File: config.mk
export PLATFORM = sky130hd
export DESIGN_NAME = push_conditioner
export DESIGN_NICKNAME = d
export VERILOG_FILES = /design/src/rtl/push_defs_pkg.sv /design/src/rtl/push_channel.sv /design/src/rtl/push_conditioner.sv
export SDC_FILE = /design/constraint.sdc
export NUM_CORES = 1
export LEC_CHECK = 0
export ABC_CLOCK_PERIOD_IN_PS = 8500
export BUFFER_PORTS_ARGS = -buffer_cell sky130_fd_sc_hd__clkbuf_2
export CAP_MARGIN = 10
export CORE_ASPECT_RATIO = 0.9
export CORE_MARGIN = 2
export CORE_UTILIZATION = 45
export CTS_CLUSTER_SIZE = 10
export DETAILED_ROUTE_END_ITERATION = 8
export GPL_ROUTABILITY_DRIVEN = 0
export SLEW_MARGIN = 10
export SYNTH_ARGS = -nofsm -noshare
export SYNTH_HDL_FRONTEND = slang
export SYNTH_SLANG_ARGS = --single-unit
File: constraint.sdc
create_clock -name i_Clk -period 8.5 [get_ports i_Clk]
set_input_delay 1.7 -clock i_Clk [delete_from_list [all_inputs] [get_ports i_Clk]]
set_output_delay 1.7 -clock i_Clk [all_outputs]
set_load 0.02 [all_outputs]
File: src/rtl/push_defs_pkg.sv
// Shared definitions for the push button conditioner:
// the repeat FSM encoding and default timing for a 50 MHz clock.
package push_defs_pkg;

    typedef enum logic [1:0] {
        IDLE   = 2'd0,
        DELAY  = 2'd1,
        REPEAT = 2'd2
    } rep_state_t;

    localparam int DEF_DEBOUNCE_CYCLES = 500000;
    localparam int DEF_REPEAT_DELAY    = 25000000;
    localparam int DEF_REPEAT_RATE     = 5000000;

    function automatic int max_int(input int a, input int b);
        return (a > b) ? a : b;
    endfunction

endpackage

File: src/rtl/push_channel.sv
// One button channel: 2-flop synchronizer, debounce counter and
// hold-to-repeat FSM producing a clean active-low level plus strobes.
module push_channel
    import push_defs_pkg::*;
#(
    parameter int DEBOUNCE_CYCLES = DEF_DEBOUNCE_CYCLES,
    parameter int REPEAT_DELAY    = DEF_REPEAT_DELAY,
    parameter int REPEAT_RATE     = DEF_REPEAT_RATE,
    parameter bit REPEAT_EN       = 1'b1
) (
    input  logic i_Clk,
    input  logic i_Rst,
    input  logic btn,
    output logic push,
    output logic pressed,
    output logic released
);

    localparam int CNT_W = $clog2(DEBOUNCE_CYCLES + 1);
    localparam int TMR_W = $clog2(max_int(REPEAT_DELAY, REPEAT_RATE) + 1);

    localparam logic [CNT_W-1:0] DB_LAST    = CNT_W'(DEBOUNCE_CYCLES);
    localparam logic [TMR_W-1:0] DELAY_LAST = TMR_W'(REPEAT_DELAY - 1);
    localparam logic [TMR_W-1:0] RATE_LAST  = TMR_W'(REPEAT_RATE - 1);

    logic             sync1;
    logic             sync2;
    logic [CNT_W-1:0] db_cnt;
    logic [TMR_W-1:0] timer;
    rep_state_t       state;

    // An accepted level change takes priority over repeat timing, so a
    // release always wins over a repeat strobe due in the same cycle.
    always_ff @(posedge i_Clk or posedge i_Rst) begin
        if (i_Rst) begin
            sync1    <= 1'b1;
            sync2    <= 1'b1;
            push     <= 1'b1;
            pressed  <= 1'b0;
            released <= 1'b0;
            db_cnt   <= '0;
            timer    <= '0;
            state    <= IDLE;
        end else begin
            sync1    <= btn;
            sync2    <= sync1;
            pressed  <= 1'b0;
            released <= 1'b0;

            if (sync2 != push && db_cnt == DB_LAST) begin
                push   <= sync2;
                db_cnt <= '0;
                timer  <= '0;
                if (!sync2) begin
                    pressed <= 1'b1;
                    state   <= REPEAT_EN ? DELAY : IDLE;
                end else begin
                    released <= 1'b1;
                    state    <= IDLE;
                end
            end else begin
                db_cnt <= (sync2 != push) ? db_cnt + 1'b1 : '0;
                case (state)
                    DELAY: begin
                        if (timer == DELAY_LAST) begin
                            pressed <= 1'b1;
                            state   <= REPEAT;
                            timer   <= '0;
                        end else begin
                            timer <= timer + 1'b1;
                        end
                    end
                    REPEAT: begin
                        if (timer == RATE_LAST) begin
                            pressed <= 1'b1;
                            timer   <= '0;
                        end else begin
                            timer <= timer + 1'b1;
                        end
                    end
                    default: begin
                        state <= IDLE;
                        timer <= '0;
                    end
                endcase
            end
        end
    end

endmodule

File: src/rtl/push_conditioner.sv
// Conditions N raw active-low buttons into debounced levels and
// press/release strobes, one independent channel per button.
module push_conditioner
    import push_defs_pkg::*;
#(
    parameter int             N               = 3,
    parameter int             DEBOUNCE_CYCLES = DEF_DEBOUNCE_CYCLES,
    parameter int             REPEAT_DELAY    = DEF_REPEAT_DELAY,
    parameter int             REPEAT_RATE     = DEF_REPEAT_RATE,
    parameter logic [N-1:0]   REPEAT_EN       = {N{1'b1}}
) (
    input  logic         i_Clk,
    input  logic         i_Rst,
    input  logic [N-1:0] i_Btn,
    output logic [N-1:0] o_Push,
    output logic [N-1:0] o_Pressed,
    output logic [N-1:0] o_Released
);

    for (genvar i = 0; i < N; i++) begin : g_ch
        push_channel #(
            .DEBOUNCE_CYCLES (DEBOUNCE_CYCLES),
            .REPEAT_DELAY    (REPEAT_DELAY),
            .REPEAT_RATE     (REPEAT_RATE),
            .REPEAT_EN       (REPEAT_EN[i])
        ) u_ch (
            .i_Clk    (i_Clk),
            .i_Rst    (i_Rst),
            .btn      (i_Btn[i]),
            .push     (o_Push[i]),
            .pressed  (o_Pressed[i]),
            .released (o_Released[i])
        );
    end

endmodule

* After elaboration in Yosys (flattened, before gate mapping) *
Cells that the tools add are included.
W data, S select, Z words.

storage, ports and cells
  flip-flop bits (word level) = 153
  input port bits = 5
  logic and storage cells = 111
  output and inout port bits = 9

operators by class
  reductions and logical operators = 6
  add/subtract/negate cells = 6
  equal/unequal tests = 24
  muxes and demuxes = 51

operators with widths
  kind                     number
  $mux W25                 9
  $pmux W25 S2             3
  $mux W19                 6
  $add A25 B1 Y25 const B  3
  $eq A25 B23 Y1 const B   3
  $eq A25 B25 Y1 const B   3
  $add A19 B1 Y19 const B  3
  $eq A19 B19 Y1 const B   3
  $mux W1                  21
  $mux W2                  6
  $pmux W2 S2              3
  $ne A3 B1 Y1 const B     3
  $eq A2 B1 Y1 const B     3
  $eq A2 B2 Y1 const B     3
  $ne A2 B1 Y1 const B     3
  $pmux W1 S2              3
  $reduce_and A2 Y1        3
  $logic_and A1 B1 Y1      3
  $ne A1 B1 Y1             3

* Logic depth before layout (Yosys ltp) *
  depth after elaboration = 4
  gate-level depth with buffers = 9
  gate-level depth less buffers = 7

* By module *
Synthesis repeated with hierarchy kept, for this count alone.

unflattened totals
  cell total of the unflattened synthesis = 780
  area, all modules = 7694.9 sq um

by module, submodules not included
  module                            seq. area each (sq um)  times used  cells an instance  area each (sq um)
  push_channel at g_ch[1].u_ch ...  1280.0                  2           263                2583.7
  push_channel at g_ch[0].u_ch      1280.0                  1           254                2527.4

* Least setup slack after synthesis *
No wires, ideal clock.

  path kind = flip-flop to output port
  from = reg g_ch[2].u_ch.push
  to = out o_Push[2]
  stages on the path, launching flop included = 2
  data required time = 6.800 ns
  slack = 6.146 ns
  arrival time = 0.654 ns
  path through = dfstp_2 buf_4

RTL lines
  what                    RTL line                RTL
  from (decl)             push_channel.sv:14      output logic push,
  from (signal assigned)  push_channel.sv:51      push <= sync2;
  to (decl)               push_conditioner.sv:15  output logic [N-1:0] o_Push,

No word-level cell between the ends.

* Worst setup path after layout *
  from = reg g_ch[1].u_ch.push
  to = out o_Push[1]

RTL lines
  what                    RTL line
  from (decl)             push_channel.sv:14
  from (signal assigned)  push_channel.sv:51

No word-level cell between the ends.

==> out/summary.md <==
The XOR/XNOR share of the synthesized area was 14.1%. Family with the most delay on the worst path: flip-flops. The signal on the critical path passes through clkbuf_2. Among all flip-flop cells after synthesis, the most frequent one is sky130_fd_sc_hd__dfrtp_1. The run gives 0 as the number of antenna violations at the first check in global routing. The later pin in the worst-skew pair is clocked with a latency of 420 ps.

In the synthesized netlist, the cells that appear most often are sky130_fd_sc_hd__nor2_1 (161), sky130_fd_sc_hd__dfrtp_1 (144), sky130_fd_sc_hd__xnor2_1 (65). The post-detailed-route wirelength per cell was 13.9 µm. The count of buffers added on input and output ports is 13. The worst clock skew is 6.62 ps, and the minimum period implied by the final worst setup slack is 2860 ps. The dominant cell by count in the synthesized netlist was sky130_fd_sc_hd__nor2_1. Entering global routing, the biggest net connects 83 pins. The tightest min-delay check is of the flip-flop to flip-flop type. The global-route wire length before repair was 24.8 mm.

The synthesized design devotes to its leading area cell type 47.6% of total area. Timing would allow up to 0.349 GHz. Leading area contributor after synthesis: sky130_fd_sc_hd__dfrtp_1.

The logs give 50.7% for the share of the yosys chip area belonging to registers and 153 for the TritonCTS sink count. The worst setup path category is flip-flop to output pin. The simple-gate area share of the yosys netlist was 26.2%; the post-synthesis instance area was 7570 µm². Arrival time at the worst endpoint: 1160 ps. The synthesized design contains 0 enable-type register cells. The number of buffer and inverter stages on the critical path is 1, and the compound-cell area share of the yosys netlist is 2.61%. Counting instances, the worst hold path has a depth of 0. The number of max-cap violations was 0; the leakage dissipation was 3.35 nW. Measured in cells, the most critical reg-to-reg path has a length of 7. The floorplan step set the die width to 141 µm.

Number of design rule violations left after detail routing: 0. The tools report the clock tree root driver cell as sky130_fd_sc_hd__clkbuf_16. The critical path's slowest cell is sky130_fd_sc_hd__dfstp_2.

Of the post-synthesis cell area, the part taken by muxes is 0.298%. The run gives 47.8% as the portion of total power attributed to sequential cells. Count of different cell masters after synthesis: 51.

The adder and majority gate portion of the synthesized area is 2.48%, and the final-report max-slew violation count is 0. From synthesis to final layout, the design area changed by 10.6%. Measured along the y axis, the die boundary spans 127 µm. Dividing total power by cell area gives a power density of 185 nW/µm².

The largest family of logic cells by synthesized area was simple AND/OR/NAND/NOR gates. Detailed routing inserted a total of 5,214 vias. The aggregate routed wire length was 13.9 mm; the critical path depth was 1. The CTS buffer count was 17; the number of cells produced by synthesis was 769. TritonCTS built the clock tree. Combinational cells account for 1.9% of the total power.

In this run, the number of DRC markers left after iteration 0 of detailed routing was 330. For the placeable core region, the log shows 16,300 µm². The total internal power is 1.21 mW.

The global-route usage over all layers is 17.0%, and the post-cts hold buffer count is 0. The clock group share of total power is 50.3%. Setup repair after global routing left no endpoint under its margin. The initial utilization of the core area, before any placement, comes to 46.4%. The total of endpoints with negative setup slack in the final report was 0; the maximum cell stage delay along the critical path was 550 ps. Capturing element type of the critical path: an output pin. In the finished design, the share of the clock period the worst path needs comes to 33.7%.

The final-layout setup total negative slack came out at 0 ps. The number of nets produced by synthesis was 789. After the last flow step, the layout net total stands at 799.

The run gives 5,282 as the number of global-route vias before repair. For the remaining number of nets flagged by the antenna check after routing, the log shows 0. The count of cells resized by post-cts repair is 0, and the switching share of total power is 21.6%.

For this run, the number of Yosys warnings is 0. During I/O placement, the number of pins put on the boundary was 14. The longest clock path from root to sink contains 2 buffers. The logs give 28.4% for the worst max-slew margin expressed relative to the limit and 0.335 mW for the net switching power figure.

In the synthesized netlist the async set-or-reset flop fraction comes to 100%. The die covers 17,900 µm². Total half-perimeter wirelength after legalization and detailed placement: 9.05 mm. The run finished with clean final reports. Along the worst path, the maximum fanout reaches 3. Ranked by total cell area, the synthesized netlist is headed by sky130_fd_sc_hd__dfrtp_1 (48%), sky130_fd_sc_hd__nor2_1 (8.0%), sky130_fd_sc_hd__xnor2_1 (7.5%).

The share of cells above drive strength 1 is 8.08%. The total design power is 1.55 mW. The clock-pin slew reported for the worst setup and hold paths after clock tree synthesis came out at 60 ps. Using the TritonRoute via totals, the vias-per-cell ratio works out to 5.22.

In this run the core area contains 44 standard-cell rows. The run gives 0 as the total count of hold-check failures in the final report. The tools report the post-CTS repair timing setup buffer count as 0. For the pin with the worst max-slew slack, the measured transition is 1070 ps. The mean area per synthesized cell came out at 9.84 µm². The critical path launch point type is a flip-flop. For the worst supply voltage drop on vdd, the log shows 0.000159 V.

The first TritonRoute pass finished after 4 iterations. The H-tree generated during clock tree synthesis spans 4 levels. The synthesized flop and latch total was 153; the total congestion overflow was 0. The count of inserted antenna diode cells is 0. The run gives 6800 ps as the data required time at the worst endpoint.
registers in the layout, summed over array words and instances, names as in the netlist:
name                flops
g_ch.u_ch.db_cnt       57
g_ch.u_ch.pressed       3
g_ch.u_ch.push          3
g_ch.u_ch.released      3
g_ch.u_ch.state         6
g_ch.u_ch.sync1         3
g_ch.u_ch.sync2         3
g_ch.u_ch.timer        75
cells by family after synthesis:
family	Yosys count
xor+xnor	122
flops	153
mux	2
compound gates	25
buf+inv	55
fa+ha+maj	15
simple gates	397
worst reg2reg max path: cells and delay by family (launching register included):
| kind | cells | cell delay (ps) |
|---|---|---|
| AOI/OAI and AO/OA | 1 | 710 |
| buffers and inverters | 1 | 70 |
| and+or+nand+nor | 4 | 1160 |
| DFF | 1 | 410 |
| adders and majority gates | 1 | 140 |
power by group through the flow:
stage | sequential [mW] | clock (mW) | combinational (mW)
after global routing | 0.740 | 0.836 | 0.0359
final | 0.740 | 0.780 | 0.0296
after global placement | 0.752 | 0 | 0.0298
after detailed placement | 0.753 | 0 | 0.0308
after floorplan | 0.751 | 0 | 0.0231
after CTS | 0.740 | 0.798 | 0.0311
routing by layer:
metal,part of all wire (%),GRT usage (%),vias up
met5,0,0,-
met2,47,27.1,32
met4,0.59,4.24,0
met3,2.3,4.69,8
met1,50,23.2,2551
li1,-,-,2623
metrics by stage:
step | instance area, µm² | utilization (%) | instances | hold slack [ps] | worst slack [ps]
6_report | 8370 | 51.4 | 999 | 356 | 5640
5_1_grt | 8370 | 51.4 | 999 | 364 | 5340
4_1_cts | 8370 | 51.4 | 999 | 357 | 5570
3_5_place_dp | 7760 | 47.6 | 967 | 350 | 5140
3_3_place_gp | 7760 | 47.6 | 967 | 346 | 5160
2_1_floorplan | 7570 | - | 769 | 345 | 2690
cells in the final DEF (no fill, tap or decap), drive strengths merged, types with 6 or more instances in the layout:
cell,netlist,layout
inv,31,33
nand2,50,50
nor4b,6,6
dfstp,9,9
nand4,28,28
nor4,13,13
xor2,57,57
dfrtp,144,144
nor3,21,21
clkbuf,4,32
xnor2,65,65
nand3,46,46
nor2,161,161
and3,16,16
or4,7,7
ha,15,15
and4,17,17
nand2b,6,6
path summary, 6_finish.rpt:
kind,slack (ps),endpoint,startpoint
worst min register to register,360,g_ch[0].u_ch.sync2$_DFF_PP1_,g_ch[0].u_ch.sync1$_DFF_PP1_
worst min-delay path,360,g_ch[0].u_ch.sync2$_DFF_PP1_,g_ch[0].u_ch.sync1$_DFF_PP1_
worst max-delay path,5640,o_Push[1],g_ch[1].u_ch.push$_DFFE_PP1N_
worst max register to register,5850,g_ch[0].u_ch.timer[24]$_DFF_PP0_,g_ch[0].u_ch.db_cnt[0]$_DFF_PP0_
max in group asynchronous,5660,g_ch[1].u_ch.timer[18]$_DFF_PP0_,i_Rst
min in group asynchronous,1380,g_ch[2].u_ch.released$_DFF_PP0_,i_Rst
layout make-up:
cell class                 count  area, µm²
tap                          207        259
multi-input combinational    561       3460
sequential                   153       3840
inverter                      31        121
clock buffer                  19        443
clock inverter                13        170
fill                        1468       7920
timing repair buffer          15       80.1
(Power assumes the default switching activity.)
